==> src/rtl/topk_result_serializer.sv <==
// Buffers the top-k result words of one query and replays them as a framed byte packet
// (count header, MSB-first data bytes, 0x0A trailer). Define TOPK_CHECKSUM_EN for an XOR checksum byte.
module topk_result_serializer #(
    parameter int K_MAX      = 16,
    parameter int DATA_WIDTH = 32
) (
    input  logic                  clk_in,
    input  logic                  rst_in,
    input  logic [DATA_WIDTH-1:0] result_in,
    input  logic                  result_valid_in,
    input  logic                  search_done_in,
    input  logic [15:0]           k_in,
    input  logic                  tx_ready_in,
    output logic [7:0]            tx_data_out,
    output logic                  tx_valid_out,
    output logic                  busy_out,
    output logic [7:0]            count_out,
    output logic                  overflow_out
);

    localparam int BYTES = DATA_WIDTH / 8;
    localparam int BW    = (BYTES > 1) ? $clog2(BYTES) : 1;
    localparam int AW    = (K_MAX > 1) ? $clog2(K_MAX) : 1;
    localparam logic [7:0] K_MAX_B      = 8'(K_MAX);
    localparam logic [7:0] TRAILER_BYTE = 8'h0A;

`ifdef TOPK_CHECKSUM_EN
    typedef enum logic [2:0] {S_IDLE, S_COLLECT, S_HEADER, S_SEND, S_CHECKSUM, S_TRAILER} state_t;
`else
    typedef enum logic [2:0] {S_IDLE, S_COLLECT, S_HEADER, S_SEND, S_TRAILER} state_t;
`endif

    state_t                state_reg;
    logic [DATA_WIDTH-1:0] mem [K_MAX];
    logic [7:0]            count_reg;
    logic [7:0]            k_lat_reg;
    logic [7:0]            word_idx_reg;
    logic [BW-1:0]         byte_idx_reg;
    logic [7:0]            tx_data_reg;
    logic                  tx_valid_reg;
    logic                  overflow_reg;
`ifdef TOPK_CHECKSUM_EN
    logic [7:0]            chk_reg;
`endif

    logic [7:0]            k_eff;
    logic                  handshake;
    logic                  last_byte;
    logic                  last_word;
    logic [7:0]            next_w;
    logic [BW-1:0]         next_b;
    logic [7:0]            rd_w;
    logic [BW-1:0]         rd_b;
    logic [DATA_WIDTH-1:0] word_sel;
    logic [7:0]            word_bytes [BYTES];
    logic [7:0]            rd_byte;
    logic                  wr_en;
    logic [AW-1:0]         wr_idx;
    state_t                end_state;
    logic [7:0]            end_byte;

    always_comb begin
        k_eff     = (k_in > 16'(K_MAX)) ? K_MAX_B : k_in[7:0];
        handshake = tx_valid_reg && tx_ready_in;
        last_byte = (byte_idx_reg == BW'(BYTES - 1));
        last_word = (word_idx_reg == count_reg - 8'd1);
        next_w    = last_byte ? word_idx_reg + 8'd1 : word_idx_reg;
        next_b    = last_byte ? '0 : byte_idx_reg + BW'(1);
        // The header handshake preloads byte 0 of word 0; SEND preloads the byte after the current one.
        rd_w      = (state_reg == S_HEADER) ? 8'd0 : next_w;
        rd_b      = (state_reg == S_HEADER) ? '0 : next_b;
        wr_en     = result_valid_in &&
                    ((state_reg == S_IDLE) || (state_reg == S_COLLECT && count_reg < K_MAX_B));
        wr_idx    = (state_reg == S_IDLE) ? '0 : count_reg[AW-1:0];
`ifdef TOPK_CHECKSUM_EN
        end_state = S_CHECKSUM;
        end_byte  = chk_reg ^ tx_data_reg;
`else
        end_state = S_TRAILER;
        end_byte  = TRAILER_BYTE;
`endif
    end

    assign word_sel = mem[rd_w[AW-1:0]];

    generate
        for (genvar gi = 0; gi < BYTES; gi++) begin : g_bytes
            assign word_bytes[gi] = word_sel[DATA_WIDTH-1-8*gi -: 8];
        end
    endgenerate

    assign rd_byte = word_bytes[rd_b];

    always_ff @(posedge clk_in) begin
        if (wr_en) begin
            mem[wr_idx] <= result_in;
        end
    end

    always_ff @(posedge clk_in or negedge rst_in) begin
        if (!rst_in) begin
            state_reg    <= S_IDLE;
            count_reg    <= 8'd0;
            k_lat_reg    <= 8'd0;
            word_idx_reg <= 8'd0;
            byte_idx_reg <= '0;
            tx_data_reg  <= 8'd0;
            tx_valid_reg <= 1'b0;
            overflow_reg <= 1'b0;
`ifdef TOPK_CHECKSUM_EN
            chk_reg      <= 8'd0;
`endif
        end else begin
            case (state_reg)
                S_IDLE: begin
                    if (result_valid_in || search_done_in) begin
                        k_lat_reg    <= k_eff;
                        overflow_reg <= 1'b0;
                        word_idx_reg <= 8'd0;
                        byte_idx_reg <= '0;
`ifdef TOPK_CHECKSUM_EN
                        chk_reg      <= 8'd0;
`endif
                        if (result_valid_in) begin
                            count_reg <= 8'd1;
                            state_reg <= (search_done_in || k_eff == 8'd1) ? S_HEADER : S_COLLECT;
                        end else begin
                            count_reg <= 8'd0;
                            state_reg <= S_HEADER;
                        end
                    end
                end
                S_COLLECT: begin
                    if (result_valid_in) begin
                        if (count_reg == K_MAX_B) begin
                            overflow_reg <= 1'b1;
                        end else begin
                            count_reg <= count_reg + 8'd1;
                        end
                    end
                    if (search_done_in ||
                        (result_valid_in && count_reg != K_MAX_B && count_reg + 8'd1 == k_lat_reg)) begin
                        state_reg <= S_HEADER;
                    end
                end
                S_HEADER: begin
                    if (result_valid_in) begin
                        overflow_reg <= 1'b1;
                    end
                    if (!tx_valid_reg) begin
                        tx_valid_reg <= 1'b1;
                        tx_data_reg  <= count_reg;
                    end else if (tx_ready_in) begin
`ifdef TOPK_CHECKSUM_EN
                        chk_reg <= chk_reg ^ tx_data_reg;
`endif
                        if (count_reg == 8'd0) begin
                            state_reg   <= end_state;
                            tx_data_reg <= end_byte;
                        end else begin
                            state_reg    <= S_SEND;
                            tx_data_reg  <= rd_byte;
                            word_idx_reg <= 8'd0;
                            byte_idx_reg <= '0;
                        end
                    end
                end
                S_SEND: begin
                    if (result_valid_in) begin
                        overflow_reg <= 1'b1;
                    end
                    if (handshake) begin
`ifdef TOPK_CHECKSUM_EN
                        chk_reg <= chk_reg ^ tx_data_reg;
`endif
                        if (last_byte && last_word) begin
                            state_reg   <= end_state;
                            tx_data_reg <= end_byte;
                        end else begin
                            tx_data_reg  <= rd_byte;
                            word_idx_reg <= next_w;
                            byte_idx_reg <= next_b;
                        end
                    end
                end
`ifdef TOPK_CHECKSUM_EN
                S_CHECKSUM: begin
                    if (result_valid_in) begin
                        overflow_reg <= 1'b1;
                    end
                    if (handshake) begin
                        state_reg   <= S_TRAILER;
                        tx_data_reg <= TRAILER_BYTE;
                    end
                end
`endif
                S_TRAILER: begin
                    if (result_valid_in) begin
                        overflow_reg <= 1'b1;
                    end
                    if (handshake) begin
                        state_reg    <= S_IDLE;
                        tx_valid_reg <= 1'b0;
                    end
                end
                default: begin
                    state_reg    <= S_IDLE;
                    tx_valid_reg <= 1'b0;
                end
            endcase
        end
    end

    assign tx_data_out  = tx_data_reg;
    assign tx_valid_out = tx_valid_reg;
    assign busy_out     = (state_reg != S_IDLE);
    assign count_out    = count_reg;
    assign overflow_out = overflow_reg;

endmodule

==> config.mk <==
export PLATFORM = sky130hd
export DESIGN_NAME = topk_result_serializer
export DESIGN_NICKNAME = d
export VERILOG_FILES = /design/src/rtl/topk_result_serializer.sv
export SDC_FILE = /design/constraint.sdc
export NUM_CORES = 1
export LEC_CHECK = 0
export BUFFER_PORTS_ARGS = -buffer_cell sky130_fd_sc_hd__buf_2
export CAP_MARGIN = 20
export CORE_UTILIZATION = 55
export CTS_CLUSTER_DIAMETER = 200
export CTS_CLUSTER_SIZE = 12
export DETAILED_ROUTE_END_ITERATION = 10
export HOLD_SLACK_MARGIN = 0.1
export PLACE_DENSITY = 0.72
export SLEW_MARGIN = 0
export SYNTH_ARGS = -nofsm -noshare
export SYNTH_HDL_FRONTEND = slang
export SYNTH_SLANG_ARGS = --single-unit
==> constraint.sdc <==
create_clock -name clk_in -period 5.03 [get_ports clk_in]
set_clock_uncertainty 0.1 [all_clocks]
set_input_delay 0.7545 -clock clk_in [delete_from_list [all_inputs] [get_ports clk_in]]
set_output_delay 0.7545 -clock clk_in [all_outputs]
set_load 0.01 [all_outputs]
# After elaboration in Yosys (flattened, before gate mapping)
# Memories as Yosys holds them, arrays and structs flattened.
# Index checks and enable logic that the tools add are counted.
[word_totals] register_bits=39 mem_bits_rw=512 input_bits=53 out_inout_bits=19 elab_cells=122 memories=1
[op_classes] add_sub_neg=4 order_cmp=3 eq_ne=24 muxes=54 n_bitwise=2 reduce_logical=26
[memory_table] memory="mem" words=16 word_bits=32 read_ports=1 rd_clocked_by_memory_dff=0 wr=1 line="34" source="logic [DATA_WIDTH-1:0] mem [K_MAX];"
[op_table] cell="two-way mux 8 bit" count=18
[op_table] cell="case mux 8 bit (2 select lines)" count=2
[op_table] cell="two-way mux 3 bit" count=8
[op_table] cell="case mux 8 bit (3 select lines)" count=1
[op_table] cell="two-way mux 2 bit" count=10
[op_table] cell="!= test 2 bit (second input constant)" count=9
[op_table] cell="adder 8 x 1 -> 8 bit (second input constant)" count=2
[op_table] cell="binary-select mux 8 bit (select 2 bit)" count=1
[op_table] cell="== test 8 bit" count=2
[op_table] cell="greater-than comparator 16 x 5 -> 1 bit (second input constant)" count=1
[op_table] cell="case mux 3 bit (5 select lines)" count=1
[op_table] cell="AND reduction 7 bit" count=2
[op_table] cell="nonzero test 3 bit" count=3
[op_table] cell="== test 8 x 1 -> 1 bit (second input constant)" count=1
[op_table] cell="== test 8 x 5 -> 1 bit (second input constant)" count=1
[op_table] cell="zero test 8 bit" count=1
[op_table] cell="< comparator 8 x 5 -> 1 bit (second input constant)" count=1
[op_table] cell="two-way mux 1 bit" count=8
[op_table] cell="two-way mux 4 bit" count=2
[op_table] cell="!= test 2 x 1 -> 1 bit (second input constant)" count=4
[op_table] cell="!= test 8 x 5 -> 1 bit (second input constant)" count=1
[op_table] cell="subtractor 8 x 1 -> 8 bit (second input constant)" count=1
[op_table] cell="== test 3 x 2 -> 1 bit (second input constant)" count=2
[op_table] cell="logical AND 1 bit" count=6
[op_table] cell="other kinds (18)" count=25

# Longest topological paths before layout
# Gate-level depths: netlist of run 1.
[depth] depth_word=11 mapped_depth=13 mapped_depth_nobuf=10

# Worst setup path after synthesis of run 1
# OpenSTA, ideal clock, no wires.
[synth_timing] path_type="register to register" from="reg state_reg[0]" to="mem mem[12][0] (enable)" arrival_time_ns=3.718 setup_slack_ns=0.751 stages_incl_launch_ff=7 n_path_buf=0 period_less_slack_ns=4.279 cell_sequence="dfrtp_1 > inv_1 > or3_1 > nor3b_1 > and3_1 > nand3_1 > nor3_1"
[synth_via] elab_chain_cells=6
[synth_rtl] element="start, declared" line="33" source="state_t state_reg;"
[synth_rtl] element="start signal, assigned" line="126" source="state_reg <= (search_done_in || k_eff == 8'd1) ? S_HEADER : S_COLLECT;"
[synth_rtl] element="start signal, assigned" line="158" source="state_reg <= end_state;"
[synth_rtl] element="start signal, assigned" line="177" source="state_reg <= end_state;"
[synth_rtl] element="== test 3 x 1 -> 1 bit" line="73" source="((state_reg == S_IDLE) || (state_reg == S_COLLECT && count_reg < K_MAX_B));"
[synth_rtl] element="logical AND 1 bit" line="73"
[synth_rtl] element="logical OR 1 bit" line="73"
[synth_rtl] element="logical AND 1 bit" line="72" source="wr_en = result_valid_in &&"
[synth_rtl] element="two-way mux 1 bit" line="95" source="if (wr_en) begin"
[synth_rtl] element="two-way mux 1 bit (not written as such)" line="96" source="mem[wr_idx] <= result_in;"
[synth_rtl] element="end, declared" line="34"
# Several ways; a longest one is shown, not always the timed one.

# Final worst setup path of run 1
[layout_timing] from="reg byte_idx_reg[0]" to="reg tx_data_reg[3] (netlist: tx_data_out[3])"
[layout_via] elab_chain_cells=11
[layout_rtl] element="start, declared" line="38" source="logic [BW-1:0] byte_idx_reg;"
[layout_rtl] element="start signal, assigned" line="182" source="byte_idx_reg <= next_b;"
[layout_rtl] element="== test 2 bit or adder 2 x 1 -> 2 bit (tied branches)" line="65, 68"
[layout_rtl] element="two-way mux 8 bit or two-way mux 2 bit (tied branches)" line="67, 68"
[layout_rtl] element="two-way mux 4 bit or two-way mux 2 bit (tied branches)" line="70, 71"
[layout_rtl] element="memory (16 x 32 bit) or inverter 2 -> 3 bit (tied branches)"
[layout_rtl] element="binary-select mux 8 bit (select 2 bit)" line="92" source="assign rd_byte = word_bytes[rd_b];"
[layout_rtl] element="two-way mux 8 bit (not written as such) (2 in a row)" line="92"
[layout_rtl] element="two-way mux 8 bit" line="157" source="if (count_reg == 8'd0) begin"
[layout_rtl] element="two-way mux 8 bit" line="153" source="end else if (tx_ready_in) begin"
[layout_rtl] element="two-way mux 8 bit" line="150" source="if (!tx_valid_reg) begin"
[layout_rtl] element="case mux 8 bit (2 select lines) *" line="114" source="case (state_reg)"
[layout_rtl] element="end signal, assigned" line="152" source="tx_data_reg <= count_reg;"
[layout_rtl] element="end signal, assigned" line="159" source="tx_data_reg <= end_byte;"
[layout_rtl] element="end signal, assigned" line="162" source="tx_data_reg <= rd_byte;"
[layout_rtl] element="end, declared" line="39" source="logic [7:0] tx_data_reg;"
# Mark *: on every way between the ends. The rest lies on a longest branch, timed or not. The select of a mux whose other input is x is not followed.
# A chain may end at the register's enable or synchronous reset.

==> results of run 1 <==
-- power groups by stage --
stage / Sequential, W / Clock, W / Combinational, W
2_1_floorplan: 0.00535 / 0 / 0.00100
3_3_place_gp: 0.00537 / 0 / 0.00164
3_5_place_dp: 0.00538 / 0 / 0.00167
4_1_cts: 0.00529 / 0.00361 / 0.00168
5_1_grt: 0.00530 / 0.00378 / 0.00184
6_report: 0.00529 / 0.00359 / 0.00172
-- routing by layer --
layer | vias to the layer above | track usage | part of all wire
met4 | 2 | 0.1183 | 0.036
met5 | - | 0 | 0.00013
met3 | 148 | 0.05091 | 0.10
li1 | 6426 | - | -
met2 | 912 | 0.4572 | 0.46
met1 | 7450 | 0.4299 | 0.40
-- synthesized netlist by cell type (all sizes together) (4+ instances only) --
cell | instances | share of area
and2 | 7 | 0.0019
o22ai | 27 | 0.0075
buf | 71 | 0.017
o31ai | 8 | 0.0027
a32oi | 12 | 0.0046
o211ai | 9 | 0.0030
a311oi | 5 | 0.0019
nand3 | 84 | 0.019
dfrtp | 39 | 0.043
clkbuf | 35 | 0.0058
a22oi | 11 | 0.0036
edfxtp | 512 | 0.68
nand4 | 12 | 0.0036
a221oi | 42 | 0.016
a22o | 9 | 0.0035
a211oi | 16 | 0.0055
ha | 5 | 0.0028
and3 | 19 | 0.0052
or3 | 6 | 0.0017
nor3 | 32 | 0.0073
nand2 | 236 | 0.039
mux4 | 8 | 0.0080
nor2 | 60 | 0.011
o2111ai | 5 | 0.0019
nand2b | 4 | 0.0011
a21boi | 4 | 0.0013
o21ai | 54 | 0.012
a221o | 11 | 0.0049
inv | 10 | 0.0017
o221ai | 28 | 0.011
a21oi | 48 | 0.011
mux2 | 4 | 0.0020
nand3b | 4 | 0.0013
mux2i | 43 | 0.019
xor2 | 9 | 0.0038
nor4 | 11 | 0.0033
xnor2 | 17 | 0.0072
a2111oi | 6 | 0.0023
a31oi | 38 | 0.010
-- layout make-up --
type                    instances  area, µm²  area share
diodes                          1      2.502  0.00009862
clock buffers                  94       1459     0.05750
clock inverters                 2      50.05    0.001972
inverters                      10      37.54    0.001479
multi-input cells             929       5924      0.2335
flip-flops and latches        551      16350      0.6444
well taps                     525      656.9     0.02589
repair buffers                131      893.4     0.03521
-- what timing repair did --
item,4_1_cts,5_1_grt
setup endpoints to repair,0,0
hold buffers,0,1
endpoints found under the hold margin,0,12
-- cells by family after synthesis --
family	Yosys count	share of synthesized area
adders and majority gates	5	0.002762
and+or+nand+nor	489	0.09960
xor gates and xnor gates	26	0.01105
AOI/OAI and AO/OA	354	0.1116
DFF	551	0.7219
muxes	55	0.02911
buffers and inverters	116	0.02403
-- final timing paths --
| kind | end | slack, ps | cells past startpoint |
|---|---|---|---|
| max | tx_data_out[3] | 960 | 8 |
| min | k_lat_reg[1] | 300 | 2 |
| max reg2reg | tx_data_out[3] | 960 | 8 |
| min reg2reg | k_lat_reg[6] | 410 | 1 |
| max in group asynchronous | overflow_out | 3780 | 3 |
| min in group asynchronous | word_idx_reg[1] | 530 | 2 |
-- per-stage QoR --
stage	instances	cell area [µm²]	utilization
2_1_floorplan	1596	22650	-
3_3_place_gp	2143	23830	0.5929
3_5_place_dp	2143	23830	0.5929
4_1_cts	2239	25340	0.6304
5_1_grt	2242	25370	0.6313
6_report	2243	25370	0.6314
==> results.py, run 1 <==
metrics = {
    "finish": {
        "areaGrowthSynthToFinish_pct": 12.03,
        "largest_reg_flops": 512,
        "layout_common_cells": "edfxtp_1 (512), nand2_1 (234), nand3_1 (84)",
        "fill_cells": 2899,
        "final_common_cell": "edfxtp_1",
        "nets": 1732,
        "drive_gt1_frac": 0.1380,
        "largest_register": "mem",
    },
    "synthesis": {
        "synth_ff_type": "edfxtp_1",
        "avgSynthCellArea_um2": 14.19,
        "synth-async-reset-ratio": 0.07078,
        "yosys_warnings": 0,
        "ys_seq_area_frac": 0.7219,
        "synthCells": 1596,
        "synthesis.area_um2": 22650,
        "syn_nets": 1654,
        "ys_types": 80,
        "synth_seq_cells": 551,
        "synth_edf_count": 512,
    },
    "worst_setup_path": {
        "worstPathArrival_ps": 4490,
        "crit_family": "compound AO/OA/AOI/OAI gates",
        "path_buf_inv": 1,
        "cp_slowest_cell": "ha_1",
        "required_ps": 5450,
        "crit_fanout": 22,
        "start_kind": "register",
        "cpPeakStageDelay_ps": 730,
        "critPathLaunch": "byte_idx_reg[0]",
        "path_class": "reg2reg",
        "crit_chain": "ha_1 -> a21boi_1 -> o21ai_4 -> buf_4 -> a21oi_1 -> o311ai_0 -> a221oi_1 -> nor2_1",
        "end_kind": "register",
        "r2r_start": "byte_idx_reg[0]",
    },
    "sta": {
        "max_freq_mhz": 245.8,
        "whs_ps": 295.4,
        "setup_tns_ps": 0,
        "slew_viol_final": 0,
        "setup_viol": 0,
        "tightest_slew_ps": 977.9,
        "fin_crit_sh": 0.8088,
        "maxSlewHeadroom": 0.3457,
        "setup_ws_ps": 961.8,
        "rsz0062_at_grt": "no",
        "fin_crit_ps": 4068,
        "hold_viol_final": 0,
    },
    "cts": {
        "clockBufferDepth": 3,
        "path_clk_slew_ps": 70,
        "clock_sinks": 551,
        "cts_tree": "built",
        "cts_resized": 0,
        "numCtsBuffers": 51,
        "cts_setup_buffers": 0,
        "clock_latency_ps": 610,
        "root_buffer": "clkbuf_16",
        "htree_levels": 2,
    },
    "detailed_routing": {
        "drt_wl_total_um": 61180,
        "dr.first_iter.drc_count": 1875,
        "ant_nets": 0,
        "num_vias": 14938,
        "drcViolationCount": 0,
        "via_per_inst": 6.660,
        "post_drt_wl_per_cell_um": 27.28,
        "drt-pass1-iter-count": 6,
    },
    "die": {
        "placementRows": 73,
        "dieHeight_um": 204.9,
        "core_um2": 40190,
        "start_util": 0.5636,
        "dieWidth_um": 204.9,
        "pin_count": 72,
        "dieArea_um2": 42000,
    },
    "place": {
        "dp_hpwl_um": 35610,
        "place.port_buffers": 71,
        "gp_congestion": 0.8857,
        "pre_cts_slack_ps": 976.3,
    },
    "global_routing": {
        "grt_max_degree": 96,
        "antenna_found_initial": 3,
        "grt-ovfl-total": 0,
        "grt_pass1_vias": 14286,
        "grt_pass1_wl_um": 91610,
        "grt_usage": 0.2990,
    },
    "power_and_ir_drop": {
        "seq_power_share": 0.499,
        "swShare": 0.2776,
        "power_leakage_nw": 8.479,
        "pwr-share-comb": 0.162,
        "ir_worst_vdd_uv": 254.9,
        "power_density_nw_per_um2": 417.6,
        "p_total_w": 0.01060,
        "power.switching_w": 0.002942,
        "clock_power_share": 0.338,
        "power.internal_w": 0.007655,
    },
    "status": {
        "status": "finished clean",
    },
    "hold_path": {
        "hp-start": "k_in[1]",
        "hold_path.class": "in2reg",
    },
    "job": {
        "cap_violations": 0,
    },
}
(Power assumes the default switching activity.)
==> run 2: changes to the inputs <==
--- a/config.mk
+++ b/config.mk
@@ -5,6 +5,7 @@
 export SDC_FILE = /design/constraint.sdc
 export NUM_CORES = 1
 export LEC_CHECK = 0
+export ABC_AREA = 1
 export BUFFER_PORTS_ARGS = -buffer_cell sky130_fd_sc_hd__buf_2
 export CAP_MARGIN = 20
 export CORE_UTILIZATION = 55
@@ -12,7 +13,7 @@
 export CTS_CLUSTER_SIZE = 12
 export DETAILED_ROUTE_END_ITERATION = 10
 export HOLD_SLACK_MARGIN = 0.1
-export PLACE_DENSITY = 0.72
+export PLACE_DENSITY = 0.75
 export SLEW_MARGIN = 0
 export SYNTH_ARGS = -nofsm -noshare
 export SYNTH_HDL_FRONTEND = slang
==> constraint.sdc (replaced) <==
create_clock -name clk_in -period 3.6 [get_ports clk_in]
set_clock_uncertainty 0.1 [all_clocks]
set_input_delay 0.54 -clock clk_in [delete_from_list [all_inputs] [get_ports clk_in]]
set_output_delay 0.54 -clock clk_in [all_outputs]
set_load 0.01 [all_outputs]
==> run 2 against run 1 <==
First-iteration DRC count up 12%. Sequential power increased by 42%. Critical path depth unchanged. Combinational power increased by 34%.
==> results.py, run 2 <==
metrics = {
    "sta": {
        "fin_crit_ps": 3070,
        "whs_ps": 150.8,
        "fin_crit_sh": 0.8528,
        "maxSlewHeadroom": 0.3606,
        "slew_viol_final": 0,
        "max_freq_mhz": 325.7,
        "setup_viol": 0,
        "rsz0062_at_grt": "no",
        "setup_tns_ps": 0,
        "hold_viol_final": 0,
        "tightest_slew_ps": 959.1,
    },
    "power_and_ir_drop": {
        "ir_worst_vdd_uv": 373.4,
        "p_total_w": 0.01466,
        "power_density_nw_per_um2": 562.7,
        "power_leakage_nw": 9.543,
    },
    "worst_setup_path": {
        "crit_chain": "nor2_1 -> nand2_1 -> nand2_1 -> nand3_1 -> inv_1 -> nand4_1 -> nor2_4 -> buf_12",
        "start_kind": "register",
        "cp.depth": 8,
        "crit_family": "simple AND/OR/NAND/NOR gates",
        "crit_fanout": 22,
        "path_buf_inv": 2,
        "r2r_cells": 8,
        "end_kind": "register",
        "path_class": "reg2reg",
        "path_common_cell": "nand2_1",
        "rrSetupSlack_ps": 530,
        "worstPathArrival_ps": 3260,
        "cp_slowest_cell": "nor2_4",
        "r2r_start": "state_reg[1]",
        "cpPeakStageDelay_ps": 650,
        "rr_endpoint": "mem[10][11]",
        "required_ps": 3790,
    },
    "synthesis": {
        "synth_seq_cells": 551,
        "synth-async-reset-ratio": 0.07078,
        "synth_area_leaders": "edfxtp_1 (66%), nand3_1 (9.8%), nand2_1 (8.2%), dfrtp_1 (4.2%), nor2_1 (2.1%)",
        "synth.largest_area_cell": "edfxtp_1",
        "ys_types": 36,
        "synthCells": 2076,
        "synth.top_cells.by_count": "edfxtp_1 (512), nand2_1 (510), nand3_1 (456), nor2_1 (129), inv_1 (110)",
        "yosys_warnings": 0,
        "synth_top_area_frac": 0.6593,
        "ys_seq_area_frac": 0.7011,
        "synth_ff_type": "edfxtp_1",
        "synthesis.area_um2": 23320,
        "synth_most_common_cell": "edfxtp_1",
        "avgSynthCellArea_um2": 11.23,
        "synth_edf_count": 512,
        "syn_nets": 2134,
    },
    "detailed_routing": {
        "drcViolationCount": 0,
        "dr.first_iter.drc_count": 2102,
        "num_vias": 16242,
        "drt-pass1-iter-count": 6,
        "drt_wl_total_um": 59940,
        "post_drt_wl_per_cell_um": 22.18,
        "ant_nets": 0,
        "via_per_inst": 6.009,
    },
    "die": {
        "dieHeight_um": 207.9,
        "pin_count": 72,
        "core_um2": 41850,
        "start_util": 0.5572,
        "dieWidth_um": 207.9,
        "placementRows": 75,
        "dieArea_um2": 43230,
    },
    "global_routing": {
        "grt_pass1_vias": 15819,
        "grt_pass1_wl_um": 92270,
        "grt-ovfl-total": 0,
        "grt_usage": 0.2807,
        "antenna_found_initial": 1,
        "grt_max_degree": 149,
    },
    "finish": {
        "largest_register": "mem",
        "diodes": 0,
        "nets": 2199,
        "final_common_cell": "edfxtp_1",
        "drive_gt1_frac": 0.09612,
        "layout_common_cells": "edfxtp_1 (512), nand2_1 (510), nand3_1 (454)",
        "areaGrowthSynthToFinish_pct": 11.75,
        "largest_reg_flops": 512,
    },
    "cts": {
        "numCtsBuffers": 51,
        "path_clk_slew_ps": 70,
        "root_buffer": "clkbuf_16",
        "htree_levels": 2,
        "clock_sinks": 551,
        "clockBufferDepth": 3,
        "cts_tree": "built",
        "cts_resized": 0,
        "clock_latency_ps": 610,
    },
    "hold_path": {
        "hold_path.class": "in2reg",
        "whs_path_depth": 3,
        "hp-start": "k_in[0]",
        "hold-path-endpoint": "k_lat_reg[0]",
    },
    "status": {
        "status": "finished clean",
    },
    "place": {
        "dp_hpwl_um": 32430,
        "gp_congestion": 0.9469,
        "place.port_buffers": 71,
    },
    "job": {
        "cap_violations": 0,
    },
}
[run 2: report_power, final]
part | internal [W] | total, W | switching (W)
combinational | 0.000652 | 0.00230 | 0.00165
clock | 0.00263 | 0.00486 | 0.00223
sequential | 0.00733 | 0.00750 | 0.000166
[run 2: layout make-up]
class                           instances  area, µm²
Multi-Input combinational cell       1298       6175
Clock inverter                          2      25.02
Inverter                              117      441.7
Sequential cell                       551      16350
Timing Repair Buffer                  122       1011
Clock buffer                           74       1384
Tap cell                              539      674.4
Fill cell                            3199      15790
[run 2: routing by layer]
| layer | up-vias | share of wire | wire (µm) | track usage |
|---|---|---|---|---|
| li1 | 7410 | - | - | - |
| met1 | 7815 | 0.40 | 23890 | 0.3929 |
| met2 | 856 | 0.47 | 28340 | 0.4439 |
| met3 | 159 | 0.093 | 5603 | 0.04302 |
| met4 | 2 | 0.035 | 2101 | 0.1149 |
| met5 | - | 0.00013 | 8 | 0 |
[run 2: per-stage QoR]
| stage | instances | instance area, µm² | setup slack, ps | utilization |
|---|---|---|---|---|
| after CTS | 2703 | 26060 | 589.5 | 0.6227 |
| after global routing | 2703 | 26060 | 286.0 | 0.6227 |
| final | 2703 | 26060 | 529.8 | 0.6227 |
| after detailed placement | 2623 | 24610 | 578.0 | 0.5881 |
| after global placement | 2623 | 24610 | 666.3 | 0.5881 |
| after floorplan | 2076 | 23340 | 255.2 | - |
[run 2: worst max-delay path by stage]
stage / from / to
after CTS: byte_idx_reg[0] / tx_data_out[6]
after floorplan: count_out[4] / mem[0][0]
after global placement: byte_idx_reg[0] / tx_data_out[6]
final: state_reg[1] / mem[10][11]
after detailed placement: byte_idx_reg[0] / tx_data_out[6]
after global routing: state_reg[2] / tx_data_out[7]
[run 2: worst min-delay path, stage by stage]
cell     delay, ps
buf_2          110
nand2_1         70
o21ai_0         90
[run 2: cell families (layout without fill, tap and decap cells)]
kind of cell	Yosys count	count (layout)	share of synthesized area
AO/OA/AOI/OAI	131	131	0.03214
XOR/XNOR	18	18	0.006760
adder cells (fa/ha/maj)	5	5	0.002683
buffers and inverters	227	315	0.04276
flip-flops	551	551	0.7011
AND/OR/NAND/NOR	1144	1144	0.2146
[run 2: what timing repair did]
item | in CTS | in global routing
buffers inserted | 0 | 0
hold endpoints to repair | 42 | 0
hold buffers | 4 | 0
